## config.mk

```make
export PLATFORM = sky130hd
export DESIGN_NAME = control_juego
export DESIGN_NICKNAME = d
export VERILOG_FILES = /design/src/rtl/control_juego.sv
export SDC_FILE = /design/constraint.sdc
export NUM_CORES = 1
export LEC_CHECK = 0
export ABC_AREA = 1
export BUFFER_PORTS_ARGS = -buffer_cell sky130_fd_sc_hd__buf_2
export CORE_UTILIZATION = 56
export DETAILED_ROUTE_END_ITERATION = 12
export GPL_TIMING_DRIVEN = 0
export PLACE_DENSITY_LB_ADDON = 0.3
export REMOVE_ABC_BUFFERS = 1
export SLEW_MARGIN = 20
export SYNTH_ARGS = -nofsm -noshare
export SYNTH_HDL_FRONTEND = slang
export SYNTH_SLANG_ARGS = --single-unit
```

## constraint.sdc

```tcl
create_clock -name clk -period 1.8 [get_ports clk]
set_input_delay 0.45 -clock clk [delete_from_list [all_inputs] [get_ports clk]]
set_output_delay 0.45 -clock clk [all_outputs]
set_load 0.01 [all_outputs]
```

## src/rtl/control_juego.sv

```systemverilog
// Tic-tac-toe game controller: board, turn, move count, win/draw evaluation.
// Latency: cell written on the edge that samples enter's rising edge, final state one edge later.
// Backpressure: none; move requests arriving in EVALUAR or a terminal state are dropped.
module control_juego #(
    parameter logic PRIMER_JUGADOR = 1'b0
) (
    input  logic        clk,
    input  logic        reset,
    input  logic        enter,
    input  logic        reinicio,
    input  logic [2:0]  posX,
    input  logic [2:0]  posY,
    output logic [17:0] tablero,
    output logic        turno,
    output logic [2:0]  estado,
    output logic [3:0]  movimientos,
    output logic        jugadaInvalida,
    output logic [7:0]  lineaGanadora
);

    typedef enum logic [2:0] {
        JUGANDO = 3'b000,
        EVALUAR = 3'b001,
        GANA_X  = 3'b010,
        GANA_O  = 3'b011,
        EMPATE  = 3'b100
    } estado_t;

    estado_t     est;
    logic        enter_q;
    logic        pulso_enter;
    logic [3:0]  celda;
    logic        pos_ok;
    logic [15:0] libre;
    logic        jugada_ok;
    logic [1:0]  codigo;
    logic [8:0]  propia;
    logic [7:0]  lineas;

    assign estado = est;

    // Rising-edge detect on the level enter request, plus cell decode and legality
    always_comb begin
        pulso_enter = enter & ~enter_q;
        pos_ok      = (posX <= 3'd2) && (posY <= 3'd2);
        celda       = {1'b0, posY} * 4'd3 + {1'b0, posX};
        libre       = '0;
        for (int i = 0; i < 9; i++) begin
            libre[i] = (tablero[2*i +: 2] == 2'b00);
        end
        // Out-of-range cells index the zero-padded upper bits, so they read as occupied
        jugada_ok   = pos_ok && libre[celda];
    end

    // Winning-line mask for the player whose code matches the current turn
    always_comb begin
        codigo = turno ? 2'b10 : 2'b01;
        propia = '0;
        for (int i = 0; i < 9; i++) begin
            propia[i] = (tablero[2*i +: 2] == codigo);
        end
        lineas[0] = propia[0] & propia[1] & propia[2];
        lineas[1] = propia[3] & propia[4] & propia[5];
        lineas[2] = propia[6] & propia[7] & propia[8];
        lineas[3] = propia[0] & propia[3] & propia[6];
        lineas[4] = propia[1] & propia[4] & propia[7];
        lineas[5] = propia[2] & propia[5] & propia[8];
        lineas[6] = propia[0] & propia[4] & propia[8];
        lineas[7] = propia[2] & propia[4] & propia[6];
    end

    // Game FSM with all outputs registered; restart overrides every state
    always_ff @(posedge clk or negedge reset) begin
        if (!reset) begin
            est            <= JUGANDO;
            tablero        <= '0;
            turno          <= PRIMER_JUGADOR;
            movimientos    <= '0;
            jugadaInvalida <= 1'b0;
            lineaGanadora  <= '0;
            enter_q        <= 1'b0;
        end else begin
            // enter_q tracks enter even during restart so a held level cannot replay as a move
            enter_q        <= enter;
            jugadaInvalida <= 1'b0;
            if (reinicio) begin
                est           <= JUGANDO;
                tablero       <= '0;
                turno         <= PRIMER_JUGADOR;
                movimientos   <= '0;
                lineaGanadora <= '0;
            end else begin
                case (est)
                    JUGANDO: begin
                        if (pulso_enter) begin
                            if (jugada_ok) begin
                                for (int i = 0; i < 9; i++) begin
                                    if (celda == 4'(i)) begin
                                        tablero[2*i +: 2] <= codigo;
                                    end
                                end
                                if (movimientos != 4'd9) begin
                                    movimientos <= movimientos + 4'd1;
                                end
                                est <= EVALUAR;
                            end else begin
                                jugadaInvalida <= 1'b1;
                            end
                        end
                    end
                    EVALUAR: begin
                        lineaGanadora <= lineas;
                        // A completed line wins even on the ninth move; turno keeps the winner
                        if (lineas != 8'd0) begin
                            est <= turno ? GANA_O : GANA_X;
                        end else if (movimientos == 4'd9) begin
                            est <= EMPATE;
                        end else begin
                            turno <= ~turno;
                            est   <= JUGANDO;
                        end
                    end
                    default: begin
                        // Terminal states hold the board until restart
                        est <= est;
                    end
                endcase
            end
        end
    end

endmodule
```

==> impl_metrics.yaml <==
synth:
  share_of_the_synthesized_area_in_compound_gates_ao_oa_aoi_oai_pct: 4.46
  mappedNetlistArea_um2: 2580
  post_synth_xor_area_fraction_pct: 0.678
  synthDistinctLibCells: 29
  synth.yosys.warnings: 0
  synthesis.area_per_instance_um2: 6.98
  synth-adder-area-share_pct: 5.23
  synth_simple_gate_area_share_pct: 45.1
  ys_ff_latch: 36
  synthesis.instances: 370
  muxShareOfSynthArea_pct: 0
  synth_seq_area_share_pct: 34.9
  synth_top_family_by_area: "simple AND/OR/NAND/NOR gates"
final_layout:
  leading_cell_type_in_the_layout_fill_and_taps_excluded: "nand2_1"
  layout-area-overhead-vs-synth_pct: 19.7
  layout-drive-gt1-share_pct: 27.0
  final_area_um2: 3090
  layout.nets: 440
  mostFrequentLayoutCells: "nand2_1, buf_2, inv_1, nand3_1, dfrtp_1"
  antenna_cells_inserted: 0
placement:
  dp_hpwl_mm: 4.47
  gp_congestion: 0.864
  postPlaceCellArea_um2: 2780
  port_buffers: 44
global_route:
  grt_start_max_net_pins: 37
  gr-total-overflow: 0
  grtUsageMet2_pct: 47.4
  grt_busiest_layer: "met2"
  global_route.usage.met1_pct: 38.4
  global_route_wire_length_before_repair_mm: 11.3
  gr-usage-met3_pct: 6.64
  grt_antenna_before_repair: 0
  grtUsageTotal_pct: 29.6
  first_global_vias: 2538
die:
  die-width_um: 69.9
  design.die.area_um2: 4890
  floorplan.rows: 24
  num_io_pins: 45
  fp.coreArea_um2: 4380
  floorplan.initialDensity_pct: 58.9
  die_height_um: 69.9
route:
  drt-vias-per-instance: 5.64
  number_of_iterations_in_the_first_detailed_routing_pass: 5
  wire_per_inst_um: 14.3
  route.antenna.remaining_nets: 0
  detailroute.via_count: 2674
  drtIter0Drc: 191
  wirelength_mm: 6.80
  remaining_drc_errors: 0
setup_path:
  worst_case_reg_to_reg_path_depth: 12
  cpLargestDelayFamily: "adder cells"
  setup.worst_path.start_class: "input pin"
  r2r-end: "turno$_DFFE_PN0P_"
  critical-path-max-stage-delay_ns: 0.57
  regToRegStartpoint: "turno$_DFFE_PN0P_"
  crit_path_cell_trace: "buf_8 > fa_1 > ha_2 > inv_2 > fa_2 > nand4_1 > nand2_4 > nand2_4 > nor2_8 > nand3_4 > nand2_4 > nand3_1 > nand2_1"
  regToRegSetupSlack_ns: -0.24
  path_depth: 13
  master_of_the_slowest_instance_on_the_critical_path: "fa_2"
  critical_path_class: "in2reg"
  setup.worst_path.end_class: "flop"
  critical_path_required_ns: 2.03
  critPathMaxFanout: 5
  critical_path.most_common_cell: "nand2_4"
  cp_data_arrival_time_ns: 2.94
  critical_path.n_buffers_inverters: 2
timing:
  rsz0062_at_grt: "yes"
  finalWorstPathRequiredPeriod_ns: 2.71
  postLayoutSetupSlackWorst_ns: -0.908
  worst_slew_margin_rel_pct: 31.5
  max_slew.worst_pin.slew_ns: 1.02
  hold_violations: 0
  max_clk_rate_ghz: 0.369
  finalCritPeriodShare_pct: 150
  timing.final.setup_violations: 27
  finClkSkew_ns: 0.00845
  setup_tns_ns: -22.05
  timing_max_transition_violations_final: 0
min_path:
  min-delay-path-class: "in2async"
clock_tree:
  cts_made_buffers: 5
  cts_root_buffer: "clkbuf_8"
  clk_pin_slew_worst_paths_ns: 0.07
  cts_sinks: 36
  tritoncts_clock_tree: "yes"
  worstSkewPairLatency_ns: 0.30
  clockBufferDepth: 2
  htree_levels: 2
pwr:
  power_density_nw_per_um2: 1090
  maximum_ir_drop_on_the_vdd_rail_v: 0.000642
  p_leak_nw: 1.69
job:
  max_cap_viol_count: 0
status:
  failed_checks: "setup timing"
  status: "complete, but fails checks"
## power breakdown
group | internal [mW] | total (mW) | switching, mW
clock network | 0.311 | 0.620 | 0.308
registers | 0.948 | 1.16 | 0.209
logic | 0.532 | 1.58 | 1.05
total | 1.79 | 3.36 | 1.56
## synthesized netlist by cell type, drive strengths merged
cell | number | area share, %
nand2 | 125 | 20
nand3 | 56 | 12
inv | 43 | 6.2
nor2 | 37 | 6.4
dfrtp | 36 | 35
o21ai | 12 | 2.3
a21oi | 11 | 2.1
nand4 | 10 | 2.4
nor3 | 9 | 1.9
buf | 7 | 2.7
or2 | 7 | 1.7
ha | 6 | 2.9
clkbuf | 4 | 0.58
fa | 3 | 2.3
clkinv | 1 | 0.15
nand3b | 1 | 0.78
xnor2 | 1 | 0.34
xor2 | 1 | 0.34
## logic make-up (layout without fill, tap and decap cells)
family	Yosys count	in the layout
xor+xnor	2	2
buf+inv	55	104
fa+ha+maj	9	9
flops	36	36
compound gates	23	23
simple gates	245	248
## worst max-delay path by stage
stage            start                         end  slack, ns
2_1_floorplan  posX[1]  movimientos[0]$_DFFE_PN0P_      -0.84
3_3_place_gp   posX[1]  movimientos[1]$_DFFE_PN0P_      -1.20
3_5_place_dp   posX[1]      tablero[0]$_DFFE_PN0P_      -1.25
4_1_cts        posY[0]      tablero[0]$_DFFE_PN0P_      -0.87
5_1_grt        posY[0]     tablero[14]$_DFFE_PN0P_      -0.99
6_report       posY[0]      tablero[7]$_DFFE_PN0P_      -0.91
## metrics by stage
step / hold slack [ns] / total power [mW] / setup slack, ns / cells / util [%]
floorplan: 0.154 / 2.15 / -0.841 / 359 / -
global placement: 0.462 / 2.56 / -1.20 / 455 / 63.5
detailed placement: 0.468 / 2.61 / -1.25 / 455 / 63.5
CTS: 0.267 / 3.31 / -0.867 / 474 / 69.9
global route: 0.265 / 3.60 / -0.986 / 474 / 70.5
finish: 0.241 / 3.36 / -0.908 / 474 / 70.5
## final cells by class
| type | instances | area [µm²] |
|---|---|---|
| clock inverter | 1 | 7.51 |
| timing repair buffer | 52 | 290 |
| tap | 52 | 65.1 |
| clock buffer | 7 | 86.3 |
| inverter | 44 | 166 |
| multi-input combinational | 282 | 1570 |
| fill | 382 | 1290 |
| sequential | 36 | 902 |
## sequential cells by signal, indices dropped and copies added, names as in the netlist
signal,cells
tablero,18
estado,3
enter_q,1
lineaGanadora,8
turno,1
movimientos,4
jugadaInvalida,1
## routing by layer
metal | part of all wire [%] | vias up
met1 | 43 | 1255
met4 | 2.2 | 0
met5 | 0 | -
met2 | 48 | 113
li1 | - | 1292
met3 | 6.9 | 14
## timing repair
item / CTS / global route
pin swaps: 29 / 6
endpoints found under the setup margin: 35 / 30
hold buffers: 0 / 0
setup buffers: 8 / 0
resized for setup: 23 / 6
cloned: 3 / 0
(Power assumes the default switching activity.)
